### src/rtl/usb_rx_pkg.sv
// usb_rx_pkg: shared definitions for the USB receive drain path.
//   PID codes, drain FSM state encoding and CRC16 constants.
package usb_rx_pkg;

   localparam logic [3:0] PID_OUT   = 4'b0001;
   localparam logic [3:0] PID_IN    = 4'b1001;
   localparam logic [3:0] PID_DATA0 = 4'b0011;
   localparam logic [3:0] PID_DATA1 = 4'b1011;
   localparam logic [3:0] PID_ACK   = 4'b0010;
   localparam logic [3:0] PID_NAK   = 4'b1010;
   localparam logic [3:0] PID_STALL = 4'b1110;

   typedef enum logic [1:0] {
      ST_IDLE   = 2'd0,
      ST_ACTIVE = 2'd1,
      ST_FLUSH  = 2'd2,
      ST_DONE   = 2'd3
   } state_e;

   localparam logic [15:0] CRC16_SEED     = 16'hFFFF;
   localparam logic [15:0] CRC16_POLY     = 16'hA001;
   localparam logic [15:0] CRC16_RESIDUAL = 16'hB001;

   function automatic logic is_data_pid(input logic [3:0] pid);
      return (pid == PID_DATA0) || (pid == PID_DATA1);
   endfunction

endpackage

### src/rtl/usb_crc16.sv
// usb_crc16: byte-wide combinational CRC16 step (LSB-first, reflected poly 0xA001).
//   crc_in  - current register value
//   data_in - byte consumed, bit 0 first
//   crc_out - register value after the byte
module usb_crc16
   import usb_rx_pkg::*;
(
   input  logic [15:0] crc_in,
   input  logic [7:0]  data_in,
   output logic [15:0] crc_out
);

   always_comb begin
      crc_out = crc_in;
      for (int i = 0; i < 8; i++)
         crc_out = (crc_out[0] ^ data_in[i]) ? ((crc_out >> 1) ^ CRC16_POLY) : (crc_out >> 1);
   end

endmodule

### src/rtl/usb_rx_packet_drain.sv
// usb_rx_packet_drain: drains usb_receiver's RX FIFO, tracks packet boundaries,
// strips/checks the DATA0/DATA1 CRC16 and reports one status pulse per packet.
//   clk, n_rst            - clock, asynchronous active-low reset
//   rx_data/rx_empty      - receiver FIFO head (first-word-fall-through) and empty flag
//   rx_rcving/rx_error    - receiver in-packet and error flags
//   rx_pid                - receiver decoded PID, sampled at end of packet
//   rx_r_enable           - one-cycle FIFO pop
//   out_data/out_valid    - forwarded payload byte stream, out_ready accepts
//   pkt_done              - one-cycle end-of-packet pulse
//   pkt_pid/len/crc_ok/err - held packet status, updated with pkt_done
// Build option: define USB_RX_CRC16_EN to implement the CRC16 check; otherwise
// pkt_crc_ok is always 1 (the trailing two data-packet bytes are still stripped).
module usb_rx_packet_drain
   import usb_rx_pkg::*;
#(
   parameter int LEN_W = 11
) (
   input  logic             clk,
   input  logic             n_rst,
   input  logic [7:0]       rx_data,
   input  logic             rx_empty,
   input  logic             rx_rcving,
   input  logic             rx_error,
   input  logic [3:0]       rx_pid,
   output logic             rx_r_enable,
   output logic [7:0]       out_data,
   output logic             out_valid,
   input  logic             out_ready,
   output logic             pkt_done,
   output logic [3:0]       pkt_pid,
   output logic [LEN_W-1:0] pkt_len,
   output logic             pkt_crc_ok,
   output logic             pkt_err
);

   localparam logic [LEN_W-1:0] LEN_MAX = '1;

   state_e           state_q, state_d;
   logic             pop_q, pop_d;
   logic [7:0]       hb0_q, hb0_d, hb1_q, hb1_d;
   logic [1:0]       hb_cnt_q, hb_cnt_d;
   logic [LEN_W-1:0] len_q, len_d;
   logic             err_q, err_d;
   logic [3:0]       pid_q, pid_d;
   logic [7:0]       out_data_q, out_data_d;
   logic             out_valid_q, out_valid_d;
   logic [3:0]       pkt_pid_q, pkt_pid_d;
   logic [LEN_W-1:0] pkt_len_q, pkt_len_d;
   logic             pkt_crc_ok_q, pkt_crc_ok_d;
   logic             pkt_err_q, pkt_err_d;
   logic             out_free, eop, shift, crc_ok;

   // The holdback line keeps the last two popped bytes back so the CRC of a
   // data packet never reaches the output; shift moves its oldest byte out.
   always_comb begin
      out_free = !out_valid_q || out_ready;
      eop      = (state_q == ST_ACTIVE) && !rx_rcving && rx_empty;
      pop_d    = (state_q == ST_ACTIVE) && !rx_empty && !pop_q && (hb_cnt_q != 2'd2 || out_free);
      shift    = (pop_d && hb_cnt_q == 2'd2) || (state_q == ST_FLUSH && hb_cnt_q != 2'd0 && out_free);
   end

`ifdef USB_RX_CRC16_EN
   logic [15:0] crc_q, crc_d, crc_next;

   usb_crc16 u_crc16 (
      .crc_in  (crc_q),
      .data_in (rx_data),
      .crc_out (crc_next)
   );

   // Seeding every IDLE cycle is equivalent to seeding on entry to ACTIVE.
   always_comb crc_d = (state_q == ST_IDLE) ? CRC16_SEED : pop_d ? crc_next : crc_q;

   always_ff @(posedge clk or negedge n_rst)
      if (!n_rst) crc_q <= CRC16_SEED;
      else        crc_q <= crc_d;

   // Only the data-packet path (leaving ACTIVE) reports a real CRC result.
   assign crc_ok = (state_q != ST_ACTIVE) || (hb_cnt_q == 2'd2 && crc_q == CRC16_RESIDUAL);
`else
   assign crc_ok = 1'b1;
`endif

   always_comb begin
      state_d      = state_q;
      hb0_d        = hb0_q;
      hb1_d        = hb1_q;
      hb_cnt_d     = hb_cnt_q;
      pid_d        = pid_q;
      len_d        = (shift && len_q != LEN_MAX) ? len_q + 1'b1 : len_q;
      err_d        = err_q | (state_q == ST_ACTIVE && rx_error) | (shift && len_q >= LEN_MAX - 1'b1);
      out_data_d   = shift ? hb0_q : out_data_q;
      out_valid_d  = shift || (out_valid_q && !out_ready);
      pkt_pid_d    = pkt_pid_q;
      pkt_len_d    = pkt_len_q;
      pkt_crc_ok_d = pkt_crc_ok_q;
      pkt_err_d    = pkt_err_q;
      case (state_q)
         ST_IDLE: begin
            if (rx_rcving || !rx_empty) begin
               state_d  = ST_ACTIVE;
               hb_cnt_d = 2'd0;
               len_d    = '0;
               err_d    = 1'b0;
            end
         end
         ST_ACTIVE: begin
            if (pop_d) begin
               hb0_d    = (hb_cnt_q == 2'd0) ? rx_data : (hb_cnt_q == 2'd2) ? hb1_q : hb0_q;
               hb1_d    = (hb_cnt_q == 2'd0) ? hb1_q : rx_data;
               hb_cnt_d = (hb_cnt_q == 2'd2) ? 2'd2 : hb_cnt_q + 2'd1;
            end
            if (eop) begin
               pid_d = rx_pid;
               if (is_data_pid(rx_pid)) begin
                  state_d  = ST_DONE;
                  hb_cnt_d = 2'd0;
                  err_d    = err_d | (hb_cnt_q != 2'd2);
               end else begin
                  state_d = ST_FLUSH;
               end
            end
         end
         ST_FLUSH: begin
            if (shift) begin
               hb0_d    = hb1_q;
               hb_cnt_d = hb_cnt_q - 2'd1;
            end
            if (hb_cnt_q == 2'd0 || (shift && hb_cnt_q == 2'd1)) state_d = ST_DONE;
         end
         default: state_d = ST_IDLE;
      endcase
      // Status is captured on the way into DONE so it is valid with pkt_done.
      if (state_d == ST_DONE && state_q != ST_DONE) begin
         pkt_pid_d    = pid_d;
         pkt_len_d    = len_d;
         pkt_crc_ok_d = crc_ok;
         pkt_err_d    = err_d;
      end
   end

   always_ff @(posedge clk or negedge n_rst) begin
      if (!n_rst) begin
         state_q      <= ST_IDLE;
         pop_q        <= 1'b0;
         hb0_q        <= 8'h00;
         hb1_q        <= 8'h00;
         hb_cnt_q     <= 2'd0;
         len_q        <= '0;
         err_q        <= 1'b0;
         pid_q        <= 4'h0;
         out_data_q   <= 8'h00;
         out_valid_q  <= 1'b0;
         pkt_pid_q    <= 4'h0;
         pkt_len_q    <= '0;
         pkt_crc_ok_q <= 1'b0;
         pkt_err_q    <= 1'b0;
      end else begin
         state_q      <= state_d;
         pop_q        <= pop_d;
         hb0_q        <= hb0_d;
         hb1_q        <= hb1_d;
         hb_cnt_q     <= hb_cnt_d;
         len_q        <= len_d;
         err_q        <= err_d;
         pid_q        <= pid_d;
         out_data_q   <= out_data_d;
         out_valid_q  <= out_valid_d;
         pkt_pid_q    <= pkt_pid_d;
         pkt_len_q    <= pkt_len_d;
         pkt_crc_ok_q <= pkt_crc_ok_d;
         pkt_err_q    <= pkt_err_d;
      end
   end

   assign rx_r_enable = pop_d;
   assign out_data    = out_data_q;
   assign out_valid   = out_valid_q;
   assign pkt_done    = (state_q == ST_DONE);
   assign pkt_pid     = pkt_pid_q;
   assign pkt_len     = pkt_len_q;
   assign pkt_crc_ok  = pkt_crc_ok_q;
   assign pkt_err     = pkt_err_q;

endmodule

### config.mk
export PLATFORM = sky130hd
export DESIGN_NAME = usb_rx_packet_drain
export DESIGN_NICKNAME = d
export VERILOG_FILES = /design/src/rtl/usb_rx_pkg.sv /design/src/rtl/usb_crc16.sv /design/src/rtl/usb_rx_packet_drain.sv
export SDC_FILE = /design/constraint.sdc
export NUM_CORES = 1
export LEC_CHECK = 0
export CAP_MARGIN = 30
export CORE_UTILIZATION = 35
export CTS_CLUSTER_DIAMETER = 60
export DETAILED_ROUTE_END_ITERATION = 16
export SETUP_SLACK_MARGIN = 0.05
export SLEW_MARGIN = 20
export SYNTH_ARGS = -nofsm -noshare
export SYNTH_HDL_FRONTEND = slang
export SYNTH_SLANG_ARGS = --single-unit
export TNS_END_PERCENT = 1
### constraint.sdc
create_clock -name clk -period 2.3 [get_ports clk]
set_input_delay 0.345 -clock clk [delete_from_list [all_inputs] [get_ports clk]]
set_output_delay 0.345 -clock clk [all_outputs]
set_load 0.05 [all_outputs]
* Word-level counts from Yosys, hierarchy flattened
Index checks and enable logic that the tools add are counted.
** Storage, ports and cells
- Bits in registers :: 63
- Latch bits :: 0
- Memory bits (writable) :: 0
- Memory bits (read-only) :: 0
- Input bits :: 18
- Output and inout port bits :: 28
- Logic and storage cells :: 97
- Memories :: 0
** Cells by class
- Add/subtract/negate cells :: 3
- Multiply operators :: 0
- Div/mod/pow operators :: 0
- Order comparisons :: 1
- Equal/unequal tests :: 15
- Shift operators :: 0
- Muxes and demuxes :: 26
- Bitwise operators :: 4
- Reductions and logical operators :: 34
** Operators by type and width (number)
- $mux W11 :: 3
- $mux W8 :: 4
- $mux W2 :: 9
- $pmux W8 S2 :: 1
- $logic_and A1 B1 Y1 :: 14
- $pmux W2 S3 :: 2
- $add A11 B1 Y11 const B :: 1
- $ge A11 B11 Y1 const B :: 1
- $ne A11 B11 Y1 const B :: 1
- $ne A2 B2 Y1 const B :: 5
- $eq A2 B2 Y1 const B :: 4
- $mux W4 :: 2
- $logic_or A1 B1 Y1 :: 7
- $reduce_and A3 Y1 :: 2
- $logic_not A1 Y1 :: 5
- $eq A2 B1 Y1 const B :: 2
- $eq A4 B2 Y1 const B :: 1
- $eq A4 B4 Y1 const B :: 1
- $logic_not A2 Y1 :: 2
- $mux W1 :: 4
- $reduce_and A4 Y1 :: 1
- $reduce_bool A2 Y1 :: 2
- $ne A3 B2 Y1 const B :: 1
- $or A1 B1 Y1 :: 3
- 5 further kinds :: 5

* Longest topological paths before layout
- Depth in word-level cells :: 12
- Gate-level depth with buffers :: 9
- Depth with buffers taken out :: 7

* Worst setup path after synthesis
OpenSTA, ideal clock, no wires.
- Path type :: reg-to-reg
- From :: register state_q[0]
- To :: register pkt_len_q[8] (netlist: pkt_len[8])
- Setup time :: 127 ps
- Data arrival time :: 2041 ps
- Required time :: 2173 ps
- Setup slack :: 132 ps
- Cell stages (with the launch flop) :: 9
- Buffers on the path :: 2
- Clock period less this slack :: 2168 ps
- Cell sequence :: dfrtp_1 -> inv_1 -> ha_1 -> clkbuf_1 -> and2_1 -> o21ai_1 -> a211oi_4 -> buf_6 -> mux2_1
** On the way
- Word-level cells in the longest chain between the ends :: 12
- Elaborated cells between the ends (all ways) :: 25
- Classes of those cells :: eq/ne (4); mux (7); reduce/logical (14)
** Ends and longest elaborated chain
- start: declaration :: line usb_rx_packet_drain.sv:38 : state_e state_q, state_d;
- start signal: assignment :: line usb_rx_packet_drain.sv:159 : state_q <= state_d;
- $eq A2 B1 Y1 :: line usb_rx_packet_drain.sv:57, usb_rx_packet_drain.sv:58, usb_rx_packet_drain.sv:98
- $logic_and A1 B1 Y1 (3 in a row) :: line usb_rx_packet_drain.sv:58 : pop_d = (state_q == ST_ACTIVE) && !rx_empty && !pop_q && (hb_cnt_q != 2'd2 || out_free);
- $logic_and A1 B1 Y1 :: line usb_rx_packet_drain.sv:59 : shift = (pop_d && hb_cnt_q == 2'd2) || (state_q == ST_FLUSH && hb_cnt_q != 2'd0 && out_free);
- $logic_or A1 B1 Y1 :: line usb_rx_packet_drain.sv:59
- $logic_and A1 B1 Y1 :: line usb_rx_packet_drain.sv:129 : if (hb_cnt_q == 2'd0 || (shift && hb_cnt_q == 2'd1)) state_d = ST_DONE;
- $logic_or A1 B1 Y1 :: line usb_rx_packet_drain.sv:129
- $mux W2 :: line usb_rx_packet_drain.sv:129
- $pmux W2 S3 :: line usb_rx_packet_drain.sv:98 : case (state_q)
- $eq A2 B2 Y1 :: line usb_rx_packet_drain.sv:134 : if (state_d == ST_DONE && state_q != ST_DONE) begin
- $logic_and A1 B1 Y1 :: line usb_rx_packet_drain.sv:134
- end signal: assignment :: line usb_rx_packet_drain.sv:170 : pkt_len_q <= pkt_len_d;
- end: declaration :: line usb_rx_packet_drain.sv:48 : logic [LEN_W-1:0] pkt_len_q, pkt_len_d;
Parallel ways exist; a longest one is shown, timed or not.
A chain may end at the register's enable or synchronous reset.

* Worst setup path in the final report
- From :: register state_q[0]
- To :: register pkt_pid_q[0] (netlist: pkt_pid[0])
** On the way
- Word-level cells in the longest chain between the ends :: 12
- Elaborated cells between the ends (all ways) :: 23
- Classes of those cells :: eq/ne (4); mux (6); reduce/logical (13)
** Ends and longest elaborated chain
- $eq A2 B1 Y1 :: line usb_rx_packet_drain.sv:57, usb_rx_packet_drain.sv:58, usb_rx_packet_drain.sv:98
- $logic_and A1 B1 Y1 (3 in a row) :: line usb_rx_packet_drain.sv:58
- $logic_and A1 B1 Y1 :: line usb_rx_packet_drain.sv:59
- $logic_or A1 B1 Y1 :: line usb_rx_packet_drain.sv:59
- $logic_and A1 B1 Y1 :: line usb_rx_packet_drain.sv:129
- $logic_or A1 B1 Y1 :: line usb_rx_packet_drain.sv:129
- $mux W2 :: line usb_rx_packet_drain.sv:129
- $pmux W2 S3 :: line usb_rx_packet_drain.sv:98
- $eq A2 B2 Y1 :: line usb_rx_packet_drain.sv:134
- $logic_and A1 B1 Y1 :: line usb_rx_packet_drain.sv:134
- end signal: assignment :: line usb_rx_packet_drain.sv:169 : pkt_pid_q <= pkt_pid_d;
- end: declaration :: line usb_rx_packet_drain.sv:47 : logic [3:0] pkt_pid_q, pkt_pid_d;
Parallel ways exist; a longest one is shown, timed or not.

==> impl_metrics.csv <==
group,metric,value,unit
status,status,"finished clean",
cts,clk_pin_slew,0.07,ns
detailed_routing,dr.max_layer_used,"met4",
setup_path,critical_path.reg2reg.endpoint,"pkt_pid[0]",
synthesis,syn-num-nets,280,
timing,timing.hold.ws,0.4777,ns
setup_path,crit_type,"flip-flop to flip-flop",
power_and_ir_drop,p_seq_share,33.1,%
timing,fin_crit_sh,91.82,%
power_and_ir_drop,leakage,1.750,nW
setup_path,worst-path-buf-inv,2,
detailed_routing,wl_per_cell,15.04,um
cts,clock-root-buffer,"clkbuf_8",
finish,finish.utilization,47.38,%
grt,grt_use_total,15.53,%
floorplanning,die_y,96.14,um
synthesis,ys_warn_count,0,
floorplanning,fp.dieW,96.14,um
power_and_ir_drop,total_power,5.008,mW
power_and_ir_drop,swShare,38.48,%
synthesis,synth_edf_count,0,
setup_path,reg2reg_from,"state_q[0]",
setup_path,crit_chain,"inv_1 > ha_1 > and2_1 > o21ai_1 > a211oi_4 > buf_12 > mux2_1",
detailed_routing,drt_pass1_iterations,4,
synthesis,synthesis.area,3102,um2
timing,fin_crit,2.112,ns
grt,grt_pass1_vias,2156,
floorplanning,num_rows,33,
power_and_ir_drop,p_switching,1.927,mW
timing,worstMarginPinSlew,0.5022,ns
setup_path,crit_required,2.51,ns
finish,fill_cells,762,
finish,nets,346,
cts,cts_buffer_depth,2,
detailed_routing,routedLengthMet1,3083,um
worst_hold_path,hold_start,"pkt_crc_ok",
finish,design_area,3971,um2
synthesis,ys_async_sr_fraction,100.0,%
synthesis,synth.distinct_cells,52,
setup_path,arrival,2.32,ns
detailed_routing,wl_met3,312,um
detailed_routing,ant_nets,0,
worst_hold_path,hold_path_end,"pkt_crc_ok",
synthesis,synthTopCellsByCount,"63 x dfrtp_1, 43 x mux2_2, 12 x nand2_1, 12 x nor2_1, 11 x ha_1",
cts,numCtsBuffers,9,
placement,routabilityCongestion,0.7897,
cts,cts.sinks,63,
synthesis,synth_top_area_share,50.83,%
synthesis,synth_seq_cells,63,
setup_path,cp-start-kind,"flip-flop",
setup_path,worstSetupEndpointType,"flip-flop",
timing,timing.fmax,0.4735,GHz
synthesis,yosysMostFrequentCell,"dfrtp_1",
power_and_ir_drop,power_density,1261,nW/um2
synthesis,yosysTopAreaCell,"dfrtp_1",
floorplanning,dieArea,9243,um2
grt,grt_overflow,0,
cts,clock_latency,0.33,ns
power_and_ir_drop,ir_drop,754.4,uV
grt,grt_max_degree,24,
detailed_routing,wl_met2,2893,um
finish,area_growth,28.04,%
grt,antenna_found_initial,0,
cts,cts_tree,"yes",
grt,grt_pass1_wl,10600,um
timing,rsz0062_at_grt,"yes",
detailed_routing,via_per_inst,5.144,
timing,finalMaxSlewViolations,0,
setup_path,critical_path_peak_fanout,17,
timing,relSlewSlack,66.42,%
placement,hpwl,4788,um
timing,finalSetupViolCount,0,
setup_path,rr_worst_depth,7,
timing,finalHoldViolCount,0,
finish,multi_input_area,1461,um2
setup_path,cp_slowest_stage_delay,0.43,ns
power_and_ir_drop,comb_power_share,48.6,%
synthesis,synth_cells,251,
power_and_ir_drop,p_clk_share,18.3,%
cts,cts_max_level,3,
detailed_routing,vias,2186,
floorplanning,core-area,8382,um2
finish,register_area,1577,um2
setup_path,crit_family,"flip-flops",
timing,fin_skew,0.007081,ns
synthesis,synth-main-ff-cell,"dfrtp_1",
setup_path,rrSetupSlack,0.19,ns
setup_path,slowest_stage,"dfrtp_1",
finish,antenna_cells,0,
detailed_routing,drtIter0Drc,81,
finish,drive_above_1_share,27.81,%
synthesis,ys_seq_area_share,50.83,%
detailed_routing,wirelength,6393,um
floorplanning,io_pins,46,
placement,placed_area,3769,um2
placement,io_buffers,45,
synthesis,syn_avg_cell_area,12.36,um2
power_and_ir_drop,intPower,3.081,mW
synthesis,synth_area_leaders,"dfrtp_1 51%, mux2_2 16%, ha_1 4.4%, mux2_1 3.3%, nand2_1 1.5%",
job,maxCapViolCount,0,
worst_hold_path,hp-class,"flip-flop to flip-flop",
detailed_routing,route.detailed.drc,0,
floorplanning,initial_core_util,37.01,%
worst_hold_path,hold-path-cell-count,1,
-- metrics by stage --
stage                     TNS [ns]  worst slack, ns  std cells
after detailed placement  -0.02734         -0.01382        410
after global routing             0          0.03802        425
after CTS                        0           0.1249        425
final                            0           0.1880        425
after floorplan                  0           0.1316        251
after global placement           0          0.04014        410
-- per-layer routing --
metal	GRT usage (%)	vias to the layer above
met1	21.05	1062
li1	-	1061
met2	23.40	53
met3	3.949	10
met5	0	-
met4	6.716	0
-- cell families after synthesis --
group                      share of synthesized area [%]
AOI/OAI and AO/OA                                  11.62
DFF                                                50.83
adders and majority gates                          4.437
buffers and inverters                              2.299
and+or+nand+nor                                    10.97
muxes                                              19.85
-- registers in the layout, summed over array words and instances (netlist names), 2 cells and up --
signal	flops
len_q	11
pkt_len	11
hb0_q	8
hb1_q	8
out_data	8
pid_q	4
pkt_pid	4
hb_cnt_q	2
state_q	2
-- power groups by stage --
stage,Sequential [mW],Clock [mW],Combinational [mW]
final,1.66,0.914,2.43
after global routing,1.71,1.00,2.63
after CTS,1.66,0.942,2.46
after detailed placement,1.68,0,2.45
after global placement,1.66,0,2.43
after floorplan,2.05,0,1.34
-- area by class of cell --
| cell class | instances | share of cell area (%) |
|---|---|---|
| clock inverters | 4 | 1.197 |
| inverters | 9 | 0.8507 |
| well taps | 105 | 3.308 |
| repair buffers | 62 | 14.68 |
| clock buffers | 10 | 3.466 |
| multi-input cells | 172 | 36.80 |
| flip-flops and latches | 63 | 39.70 |
-- cell usage in the layout, fill, tap and decap left out, types with 3 or more instances in the layout --
cell type        instances
dfrtp_1                 63
mux2_2                  43
clkdlybuf4s50_1         42
buf_4                   17
nand2_1                 12
nor2_1                  12
ha_1                    10
clkbuf_8                10
inv_1                    9
mux2_1                   9
o21ai_0                  7
a21oi_1                  7
a31oi_1                  6
or3_1                    6
or4_1                    4
o21ai_1                  4
nand3_1                  3
o31ai_1                  3
mux2i_1                  3
-- how the worst max path moves through the flow --
stage,from,end,slack [ns],cells after the start
after detailed placement,rx_empty,pkt_pid[0],-0.01,7
after CTS,hb_cnt_q[1],pkt_len[6],0.12,7
after global routing,hb_cnt_q[0],pkt_len[7],0.04,7
after floorplan,state_q[0],pkt_len[8],0.13,8
final,state_q[0],pkt_pid[0],0.19,7
after global placement,rx_empty,pkt_len[3],0.04,7
-- what timing repair did --
item | in CTS | in global routing
setup endpoints to repair | 0 | 4
hold buffers | 1 | 0
buffers inserted | 0 | 0
resized for setup | 0 | 2
hold endpoints to repair | 21 | 0
-- worst reg2reg max path, cell delays in order (launching register included) --
cell	delay (ns)
dfrtp_1	0.43
inv_1	0.12
ha_1	0.33
and2_1	0.21
o21ai_1	0.11
a211oi_4	0.26
buf_12	0.19
mux2_1	0.34
No activity file was read; power rests on OpenSTA's default activity.
